`config.mk`:
```
export PLATFORM = sky130hd
export DESIGN_NAME = exc_vector_seq
export DESIGN_NICKNAME = d
export VERILOG_FILES = /design/src/rtl/exc_vector_seq_pkg.sv /design/src/rtl/exc_vector_seq.sv
export SDC_FILE = /design/constraint.sdc
export NUM_CORES = 1
export LEC_CHECK = 0
export ABC_AREA = 1
export ABC_CLOCK_PERIOD_IN_PS = 2300
export BUFFER_PORTS_ARGS = -buffer_cell sky130_fd_sc_hd__buf_2
export CAP_MARGIN = 20
export CORE_ASPECT_RATIO = 0.9
export CORE_UTILIZATION = 43
export CTS_BUF_LIST = sky130_fd_sc_hd__clkbuf_4 sky130_fd_sc_hd__clkbuf_8 sky130_fd_sc_hd__clkbuf_16
export DETAILED_ROUTE_END_ITERATION = 8
export GPL_TIMING_DRIVEN = 0
export PLACE_DENSITY = 0.95
export SLEW_MARGIN = 15
export SYNTH_ARGS = -nofsm -noshare
export SYNTH_HDL_FRONTEND = slang
export SYNTH_SLANG_ARGS = --single-unit
```
`constraint.sdc`:
```
create_clock -name clk -period 2.3 [get_ports clk]
set_input_delay 0 -clock clk [delete_from_list [all_inputs] [get_ports clk]]
set_output_delay 0 -clock clk [all_outputs]
set_load 0.02 [all_outputs]
```
`src/rtl/exc_vector_seq_pkg.sv`:
```
// Shared definitions for the exception vector sequencer: mux select codes,
// cause codes, FSM state encodings and the cause-to-vector mapping.
package exc_vector_seq_pkg;

    localparam logic [2:0] SEL_PC   = 3'd0;
    localparam logic [2:0] SEL_V253 = 3'd2;
    localparam logic [2:0] SEL_V254 = 3'd3;
    localparam logic [2:0] SEL_V255 = 3'd4;

    typedef enum logic [1:0] {
        CAUSE_NONE = 2'd0,
        CAUSE_OPC  = 2'd1,
        CAUSE_OVF  = 2'd2,
        CAUSE_DIV  = 2'd3
    } cause_t;

    typedef enum logic [1:0] {
        ST_IDLE = 2'd0,
        ST_VEC  = 2'd1,
        ST_WAIT = 2'd2,
        ST_LOAD = 2'd3
    } state_t;

    function automatic logic [2:0] vector_sel(input cause_t c);
        case (c)
            CAUSE_OPC: vector_sel = SEL_V253;
            CAUSE_OVF: vector_sel = SEL_V254;
            CAUSE_DIV: vector_sel = SEL_V255;
            default:   vector_sel = SEL_PC;
        endcase
    endfunction

endpackage

```
`src/rtl/exc_vector_seq.sv`:
```
// Multicycle exception sequencer: saves EPC = PC-4, fetches the handler byte
// from the cause's vector address and loads it, zero-extended, into PC.
module exc_vector_seq
    import exc_vector_seq_pkg::*;
#(
    parameter int MEM_LAT = 2,
    parameter int CNT_W   = 2
) (
    input  logic        clk,
    input  logic        reset,
    input  logic        exc_opcode,
    input  logic        exc_overflow,
    input  logic        exc_divzero,
    input  logic [31:0] pc_value,
    input  logic [31:0] mem_rdata,
    output logic        busy,
    output logic [2:0]  mem_addr_sel,
    output logic        mem_wr,
    output logic        epc_we,
    output logic [31:0] epc_data,
    output logic        pc_we,
    output logic [31:0] pc_data,
    output logic [1:0]  cause,
    output logic        done,
    output logic [1:0]  state_dbg
);

    localparam logic [CNT_W-1:0] CNT_INIT = CNT_W'(MEM_LAT - 1);

    state_t            state, state_nx;
    cause_t            cause_q, cause_nx;
    logic [CNT_W-1:0]  cnt, cnt_nx;

    // Only the handler byte is consumed; the upper read bits are don't-care.
    logic unused_rdata_hi;
    assign unused_rdata_hi = ^mem_rdata[31:8];

    always_ff @(posedge clk or posedge reset) begin
        if (reset) begin
            state   <= ST_IDLE;
            cause_q <= CAUSE_NONE;
            cnt     <= '0;
        end else begin
            state   <= state_nx;
            cause_q <= cause_nx;
            cnt     <= cnt_nx;
        end
    end

    always_comb begin
        state_nx     = state;
        cause_nx     = cause_q;
        cnt_nx       = cnt;
        busy         = 1'b0;
        mem_addr_sel = SEL_PC;
        mem_wr       = 1'b0;
        epc_we       = 1'b0;
        epc_data     = 32'd0;
        pc_we        = 1'b0;
        pc_data      = 32'd0;
        done         = 1'b0;

        case (state)
            ST_IDLE: begin
                // Fixed priority; lower-priority requests in the same cycle are dropped.
                if (exc_opcode) begin
                    cause_nx = CAUSE_OPC;
                    state_nx = ST_VEC;
                end else if (exc_overflow) begin
                    cause_nx = CAUSE_OVF;
                    state_nx = ST_VEC;
                end else if (exc_divzero) begin
                    cause_nx = CAUSE_DIV;
                    state_nx = ST_VEC;
                end
            end
            ST_VEC: begin
                busy         = 1'b1;
                mem_addr_sel = vector_sel(cause_q);
                epc_we       = 1'b1;
                epc_data     = pc_value - 32'd4;
                cnt_nx       = CNT_INIT;
                state_nx     = ST_WAIT;
            end
            ST_WAIT: begin
                busy         = 1'b1;
                mem_addr_sel = vector_sel(cause_q);
                if (cnt == '0) begin
                    state_nx = ST_LOAD;
                end else begin
                    cnt_nx = cnt - CNT_W'(1);
                end
            end
            ST_LOAD: begin
                busy         = 1'b1;
                mem_addr_sel = vector_sel(cause_q);
                pc_we        = 1'b1;
                pc_data      = {24'd0, mem_rdata[7:0]};
                done         = 1'b1;
                cause_nx     = CAUSE_NONE;
                state_nx     = ST_IDLE;
            end
            default: begin
                cause_nx = CAUSE_NONE;
                state_nx = ST_IDLE;
            end
        endcase
    end

    assign cause     = cause_q;
    assign state_dbg = state;

endmodule

```
## Yosys cells after proc, flatten, opt, wreduce, memory -nomap -nowiden

Index checks and enable logic that the tools add are counted.

- $add $sub $neg: 2
- $mul: 0
- Divide/modulo/power cells: 0
- $lt $le $gt $ge: 0
- Equality and inequality tests: 9
- Shift-type cells: 0
- Mux-type cells: 18
- Bitwise gates (word level): 0
- Reduce and logical (&&, ||, !) cells: 8

Operators with widths:

| kind | count |
|---|---|
| $mux W32 | 1 |
| $sub A32 B3 Y32 const B | 1 |
| $mux W2 | 8 |
| $pmux W3 S3 | 1 |
| $eq A2 B2 Y1 const B | 4 |
| $mux W8 | 1 |
| $pmux W2 S2 | 2 |
| $pmux W2 S4 | 1 |
| $reduce_and A2 Y1 | 3 |
| $eq A2 B1 Y1 const B | 2 |
| $logic_not A2 Y1 | 2 |
| $ne A2 B2 Y1 const B | 2 |
| $ne A4 B4 Y1 const B | 1 |
| $reduce_bool A2 Y1 | 2 |
| $mux W1 | 3 |
| $mux W3 | 1 |
| $reduce_or A3 Y1 | 1 |
| $sub A2 B1 Y2 const B | 1 |

- Register bits: 6
- Latch bits: 0
- RAM bits: 0
- Bits in read-only memories: 0
- Bits of input ports: 69
- Output and inout port bits: 76
- Memories: 0

## Logic depth before layout (Yosys ltp)

Gate-level depths: netlist of run 1.

- Word-level depth: 4
- Depth in mapped cells: 9
- Mapped depth without buffers: 9

## Worst setup path before layout of run 1

Ideal clock, no wire load.

- Path kind: flip-flop to output port
- Start: register state[1] (netlist: state_dbg[1])
- End: output port epc_data[14]
- Data arrival time: 1.791 ns
- Path slack: 0.509 ns
- Stages on the path, launching flop included: 6
- Buffers on the path: 1
- Cell sequence: dfrtp_1 -> inv_1 -> ha_1 -> clkinv_1 -> clkbuf_1 -> nor2_1

- Longest elaborated chain between the ends: 2

Ends and longest elaborated chain:

| element | RTL line | RTL |
|---|---|---|
| start: declaration | exc_vector_seq.sv:30 | `state_t state, state_nx;` |
| start signal: assignment | exc_vector_seq.sv:44 | `state <= state_nx;` |
| $eq A2 B1 Y1 | exc_vector_seq.sv:63 | `case (state)` |
| $mux W32 | exc_vector_seq.sv:63 |  |
| end: declaration | exc_vector_seq.sv:20 | `output logic [31:0] epc_data,` |

Every way passes these cells.

## Worst setup path in the final report of run 1

Same ends and word-level chain as after synthesis.

==> results of run 1 <==
-- sequential cells by signal, indices dropped and copies added, names as in the netlist --
register   flops
cause          2
state_dbg      2
cnt            2
-- metal layers --
metal	part of all wire (%)	wire length, µm
met5	0	0
met4	1.3	63
met3	6.3	307
met2	52	2540
met1	40	1930
-- cell type report --
cell class	instances	area [µm²]	area share [%]
multi-input cells	262	1280	52.9
flip-flops and latches	6	150	6.19
well taps	46	57.6	2.37
inverters	51	195	8.04
repair buffers	96	485	20.0
clock buffers	3	41.3	1.70
plain buffers	29	214	8.81
-- how the worst max path moves through the flow --
stage | startpoint | to | slack, ns | cells after the start
detailed placement | state_dbg[1]$_DFFE_PP0P_ | epc_data[14] | 0.39 | 6
floorplan | state_dbg[1]$_DFFE_PP0P_ | epc_data[14] | 0.51 | 5
global route | state_dbg[1]$_DFFE_PP0P_ | epc_data[14] | 0.15 | 6
global placement | state_dbg[1]$_DFFE_PP0P_ | epc_data[14] | 0.36 | 6
finish | state_dbg[1]$_DFFE_PP0P_ | epc_data[14] | 0.32 | 6
CTS | state_dbg[1]$_DFFE_PP0P_ | epc_data[14] | 0.11 | 6
-- repair_timing --
action                     4_1_cts  5_1_grt
resized for setup                0        2
setup endpoints to repair        0       10
hold endpoints to repair         6        0
hold buffers                     1        0
-- power by group --
group | internal, mW | leakage, nW | total [mW] | switching, mW
sequential | 0.163 | 0.0714 | 0.213 | 0.0493
combinational | 0.527 | 1.40 | 1.55 | 1.02
clock | 0.113 | 0.0216 | 0.159 | 0.0468
total | 0.803 | 1.49 | 1.92 | 1.12
-- stage by stage --
step,hold WS (ns),cells,power (mW),cell area [µm²]
after floorplan,-0.209,348,1.27,1840
after detailed placement,-0.0743,489,1.75,2370
after global placement,-0.0851,489,1.71,2370
after CTS,0.00244,493,1.93,2420
after global routing,0.0296,493,2.11,2430
final,0.00166,493,1.92,2430
-- kinds of logic (layout without fill, tap and decap cells) --
group / after synthesis / count (layout)
AOI/OAI and AO/OA: 28 / 28
xor gates and xnor gates: 6 / 6
adders and majority gates: 9 / 9
buffers and inverters: 80 / 179
DFF: 6 / 6
other: 1 / 25
and+or+nand+nor: 194 / 194
-- cell usage after synthesis --
library cell	n
nor2_2	8
clkbuf_1	2
inv_2	9
nor2_8	1
nor2_4	6
o21a_1	3
buf_4	26
dfrtp_1	6
nand2_1	80
inv_1	41
nand2_4	2
xnor2_1	1
conb_1	1
o21ai_0	9
o31ai_1	2
nand3_1	7
nand2_2	5
nor2_1	80
clkinv_1	1
xor2_1	5
nor3_1	4
a21oi_1	10
ha_1	9
a211oi_1	1
a21o_1	1
o21ai_1	2
buf_6	1
nand3_4	1
==> flow_summary_export.csv, run 1 <==
group,metric,value,unit
final_layout,final_core_util,63.7,%
synth,yosysTopAreaCellShare,17.2,%
grt,overflow,0,
grt,met1_usage,24.8,%
final_layout,syn_to_final_growth,39.0,%
setup_path,rrSetupSlack,0.78,ns
placement,io_buffer_count,95,
grt,met3_usage,2.74,%
clock_network,numCtsBuffers,3,
sta,finalSetupViolations,0,
clock_network,cts_buffer_depth,2,
drt,antenna_left,0,
setup_path,rr_worst_depth,8,
synth,synth_seq_area_share,8.60,%
synth,yosys_warnings,0,
floorplan,placementRows,21,
power,p_leak,1.49,nW
hold_path,holdPathEnd,"cause[1]$_DFFE_PP0P_",
floorplan,initial_core_util,45.8,%
synth,synthXorXnorAreaFrac,3.01,%
floorplan,core_area,3810,µm²
drt,first_pass_iters,4,
sta,fin_crit_sh,86.3,%
sta,grt_setup_unrepaired,"no",
setup_path,cp-start-kind,"register",
setup_path,crit_slowest_cell,"dfrtp_1",
sta,fin_ws,0.316,ns
placement,post-dp-hpwl,4170,µm
floorplan,num_io_pins,145,
placement,gp_congestion,0.868,
sta,skew,0.00260,ns
floorplan,die-area,4320,µm²
setup_path,crit_family,"buffers and inverters",
setup_path,crit_path_end_kind,"output port",
setup_path,path_buf_inv,4,
sta,relSlewSlack,65.5,%
placement,dp_slack,0.388,ns
synth,synthMuxAreaShare,0,%
drt,wl_per_cell,9.81,µm
grt,first_global_vias,2173,
clock_network,clock_latency,0.22,ns
drt,drt_iter0_drc,70,
synth,synth_area_leaders,"nand2_1 (17%), nor2_1 (17%), buf_4 (11%)",
synth,synth_compound_area_share,9.03,%
synth,synth_fa_ha_area_share,6.45,%
grt,grt_use_met2,44.4,%
grt,grt.total_usage,22.7,%
drt,drcViolationCount,0,
setup_path,cpPeakStageDelay,0.41,ns
final_layout,drive_above_1_share,35.6,%
hold_path,holdPathStages,2,
synth,syn_area_per_cell,5.39,µm²
final_layout,fill_cells,362,
sta,final.min_clock_period,1.98,ns
sta,max_freq,504,MHz
synth,ys_ff_latch,6,
final_layout,final_cell_mix,"buf_2 (95), nor2_1 (80), nand2_1 (80)",
grt,top_usage_layer,"met2",
setup_path,r2r-end,"state_dbg[0]$_DFFE_PP0P_",
clock_network,htreeDepth,1,
grt,grt_max_degree,11,
sta,tightest_slew,0.517,ns
drt,drt_wl_total,4840,µm
setup_path,cp_max_fo,10,
clock_network,clock-sinks,6,
status,status,"complete, no violations",
clock_network,post_cts_buffers,0,
clock_network,clk_pin_slew_worst_paths,0.04,ns
hold_path,hp-class,"in -> reg",
clock_network,clockRootBuffer,"clkbuf_8",
setup_path,cp.required,2.30,ns
synth,netlist_area,1750,µm²
final_layout,fin_nets,527,
floorplan,die_y,62.5,µm
setup_path,worst_ep_arrival_time,1.98,ns
power,ir_worst_vdd,0.636,mV
synth,ys_types,28,
sta,slew_viol_final,0,
final_layout,layout_commonest_cell,"buf_2",
clock_network,cts_tree,"yes",
setup_path,r2r-start,"state_dbg[0]$_DFFE_PP0P_",
synth,yosys.area.top_type,"nand2_1",
flow_run,maxCapViolCount,0,
power,power.density,791,nW/µm²
sta,hold_violations,0,
sta,setup-tns-final,0,ns
drt,num_vias,2281,
floorplan,die_x,69.2,µm
grt,antenna_found_initial,0,
drt,routed_via_density,4.63,
synth,synth_top_family_by_area,"simple AND/OR/NAND/NOR gates",
final_layout,n_antenna_cell,0,
setup_path,path_cells,"inv_1 > ha_2 > clkinvlp_4 > clkbuf_1 > nor2_1 > buf_2",
synth,syn_inst,324,
synth,synthSimpleGateAreaFrac,49.5,%
grt,grt_pass1_wl,8440,µm
setup_path,crit_type,"reg -> out",
hold_path,hold_start,"exc_opcode",
Note: power is estimated with default switching activity, not from simulation.
==> inputs of run 2 (changes only) <==
ABC_CLOCK_PERIOD_IN_PS = 1700   (was 2300)
CELL_PAD_IN_SITES_DETAIL_PLACEMENT = 0   (was not set)
CELL_PAD_IN_SITES_GLOBAL_PLACEMENT = 1   (was not set)
CORE_UTILIZATION = 21   (was 43)
PLACE_DENSITY = 0.88   (was 0.95)
clock period = 1.7 ns   (was 2.3 ns; I/O delays follow)
==> flow_summary_export.csv, run 2 (synthesized netlist as in run 1, its figures left out) <==
group,metric,value,unit
floorplan,die-area,8690,µm²
sta,grt_setup_unrepaired,"no",
sta,skew,0.000795,ns
setup_path,crit_path_end_kind,"output port",
final_layout,final_cell_mix,"buf_2 (95), nor2_1 (80), nand2_1 (80)",
power,power.density,1060,nW/µm²
placement,io_buffer_count,95,
floorplan,num_io_pins,145,
grt,grt_max_degree,11,
hold_path,hold_start,"exc_overflow",
setup_path,cp.required,1.70,ns
clock_network,clockRootBuffer,"clkbuf_8",
setup_path,crit_slowest_cell,"dfrtp_1",
setup_path,worst_ep_arrival_time,1.56,ns
sta,slew_viol_final,0,
setup_path,rrSetupSlack,0.24,ns
setup_path,cpPeakStageDelay,0.42,ns
setup_path,r2r-start,"state_dbg[0]$_DFFE_PP0P_",
grt,antenna_found_initial,0,
clock_network,clk_pin_slew_worst_paths,0.04,ns
status,status,"complete, but fails checks",
drt,drcViolationCount,5,
drt,drt_iter0_drc,52,
sta,fin_crit_sh,91.6,%
final_layout,fill_cells,928,
drt,antenna_left,0,
sta,max_freq,642,MHz
placement,post-dp-hpwl,4910,µm
setup_path,cp_max_fo,10,
final_layout,n_antenna_cell,0,
setup_path,path_cells,"inv_2 > ha_4 > buf_4 > buf_6 > nand2_1 > nor2_1 > buf_2",
setup_path,startpoint,"state_dbg[1]$_DFFE_PP0P_",
drt,routed_via_density,3.93,
hold_path,holdPathStages,4,
drt,drt_wl_total,5550,µm
hold_path,hp-class,"in -> reg",
final_layout,finalNonFillerCells,548,
drt,first_pass_iters,9,
floorplan,core_area,8070,µm²
clock_network,numCtsBuffers,3,
status,violations,"DRC",
power,p_leak,1.51,nW
final_layout,layout_commonest_cell,"buf_2",
floorplan,placementRows,31,
flow_run,maxCapViolCount,0,
final_layout,fin_nets,529,
clock_network,cts_tree,"yes",
clock_network,htreeDepth,1,
floorplan,die_x,98.1,µm
clock_network,clock-sinks,6,
sta,final.min_clock_period,1.56,ns
setup_path,rr_worst_depth,8,
drt,wl_per_cell,10.1,µm
setup_path,crit_type,"reg -> out",
grt,grt.total_usage,12.8,%
clock_network,cts_buffer_depth,2,
final_layout,drive_above_1_share,36.5,%
placement,gp_congestion,0.880,
grt,first_global_vias,1959,
drt,num_vias,2156,
grt,grt_pass1_wl,8970,µm
floorplan,die_y,88.5,µm
final_layout,final_core_util,31.3,%
placement,dp.cells,542,
grt,overflow,0,
power,p_total,2.69,mW
power,ir_worst_vdd,0.498,mV
sta,hold_violations,0,
floorplan,initial_core_util,21.7,%
final_layout,syn_to_final_growth,44.7,%
sta,finalSetupViolations,0,
clock_network,clock_latency,0.23,ns
setup_path,cp-start-kind,"register",
## run 2: path summary, 6_finish.rpt
check / endpoint
min reg2reg: cause[0]$_DFFE_PP0P_
min: cause[0]$_DFFE_PP0P_
min in group asynchronous: state_dbg[1]$_DFFE_PP0P_
max: epc_data[24]
max in group asynchronous: state_dbg[0]$_DFFE_PP0P_
max reg2reg: state_dbg[0]$_DFFE_PP0P_
## run 2: final cells by class
cell class / instances / area, µm² / area share, %
buffer: 29 / 218 / 8.61
clock buffer: 3 / 41.3 / 1.63
inverter: 51 / 193 / 7.62
multi-input combinational: 262 / 1300 / 51.3
sequential: 6 / 151 / 5.99
tap: 99 / 124 / 4.90
timing repair buffer: 98 / 503 / 19.9
## run 2: worst max-delay path, delay by kind of cell, from the launching register on
family | cells | cell delay, ns
flops | 1 | 0.42
buf+inv | 4 | 0.60
simple gates | 2 | 0.17
fa+ha+maj | 1 | 0.14
## run 2: metrics by stage
stage	setup WS, ns	hold slack [ns]	setup TNS, ns	area, µm²
3_3_place_gp	-0.175	-0.0782	-1.34	2440
4_1_cts	0.0567	0.0939	0	2520
5_1_grt	0.0000182	0.109	0	2530
6_report	0.143	0.0912	0	2530
3_5_place_dp	-0.170	-0.0666	-1.34	2440
2_1_floorplan	0.0495	-0.209	0	1840
## run 2: per-layer routing
layer	track usage, %	vias to the layer above	routed length, µm
met5	0	-	0
li1	-	1170	-
met2	23.1	53	2600
met1	16.5	928	2610
met4	3.12	0	49
met3	1.50	5	279
## run 2: timing repair
item,in CTS,in global routing
endpoints found under the hold margin,7,0
endpoints found under the setup margin,16,17
resized for setup,4,6
hold buffers,2,0
setup buffers,1,0
## run 2: report_power, final
part           total, mW  internal (mW)  switching (mW)  leakage [nW]
clock network      0.218          0.152          0.0658        0.0216
logic               2.17          0.750            1.42          1.42
registers          0.297          0.223          0.0735        0.0704
total               2.69           1.13            1.56          1.51
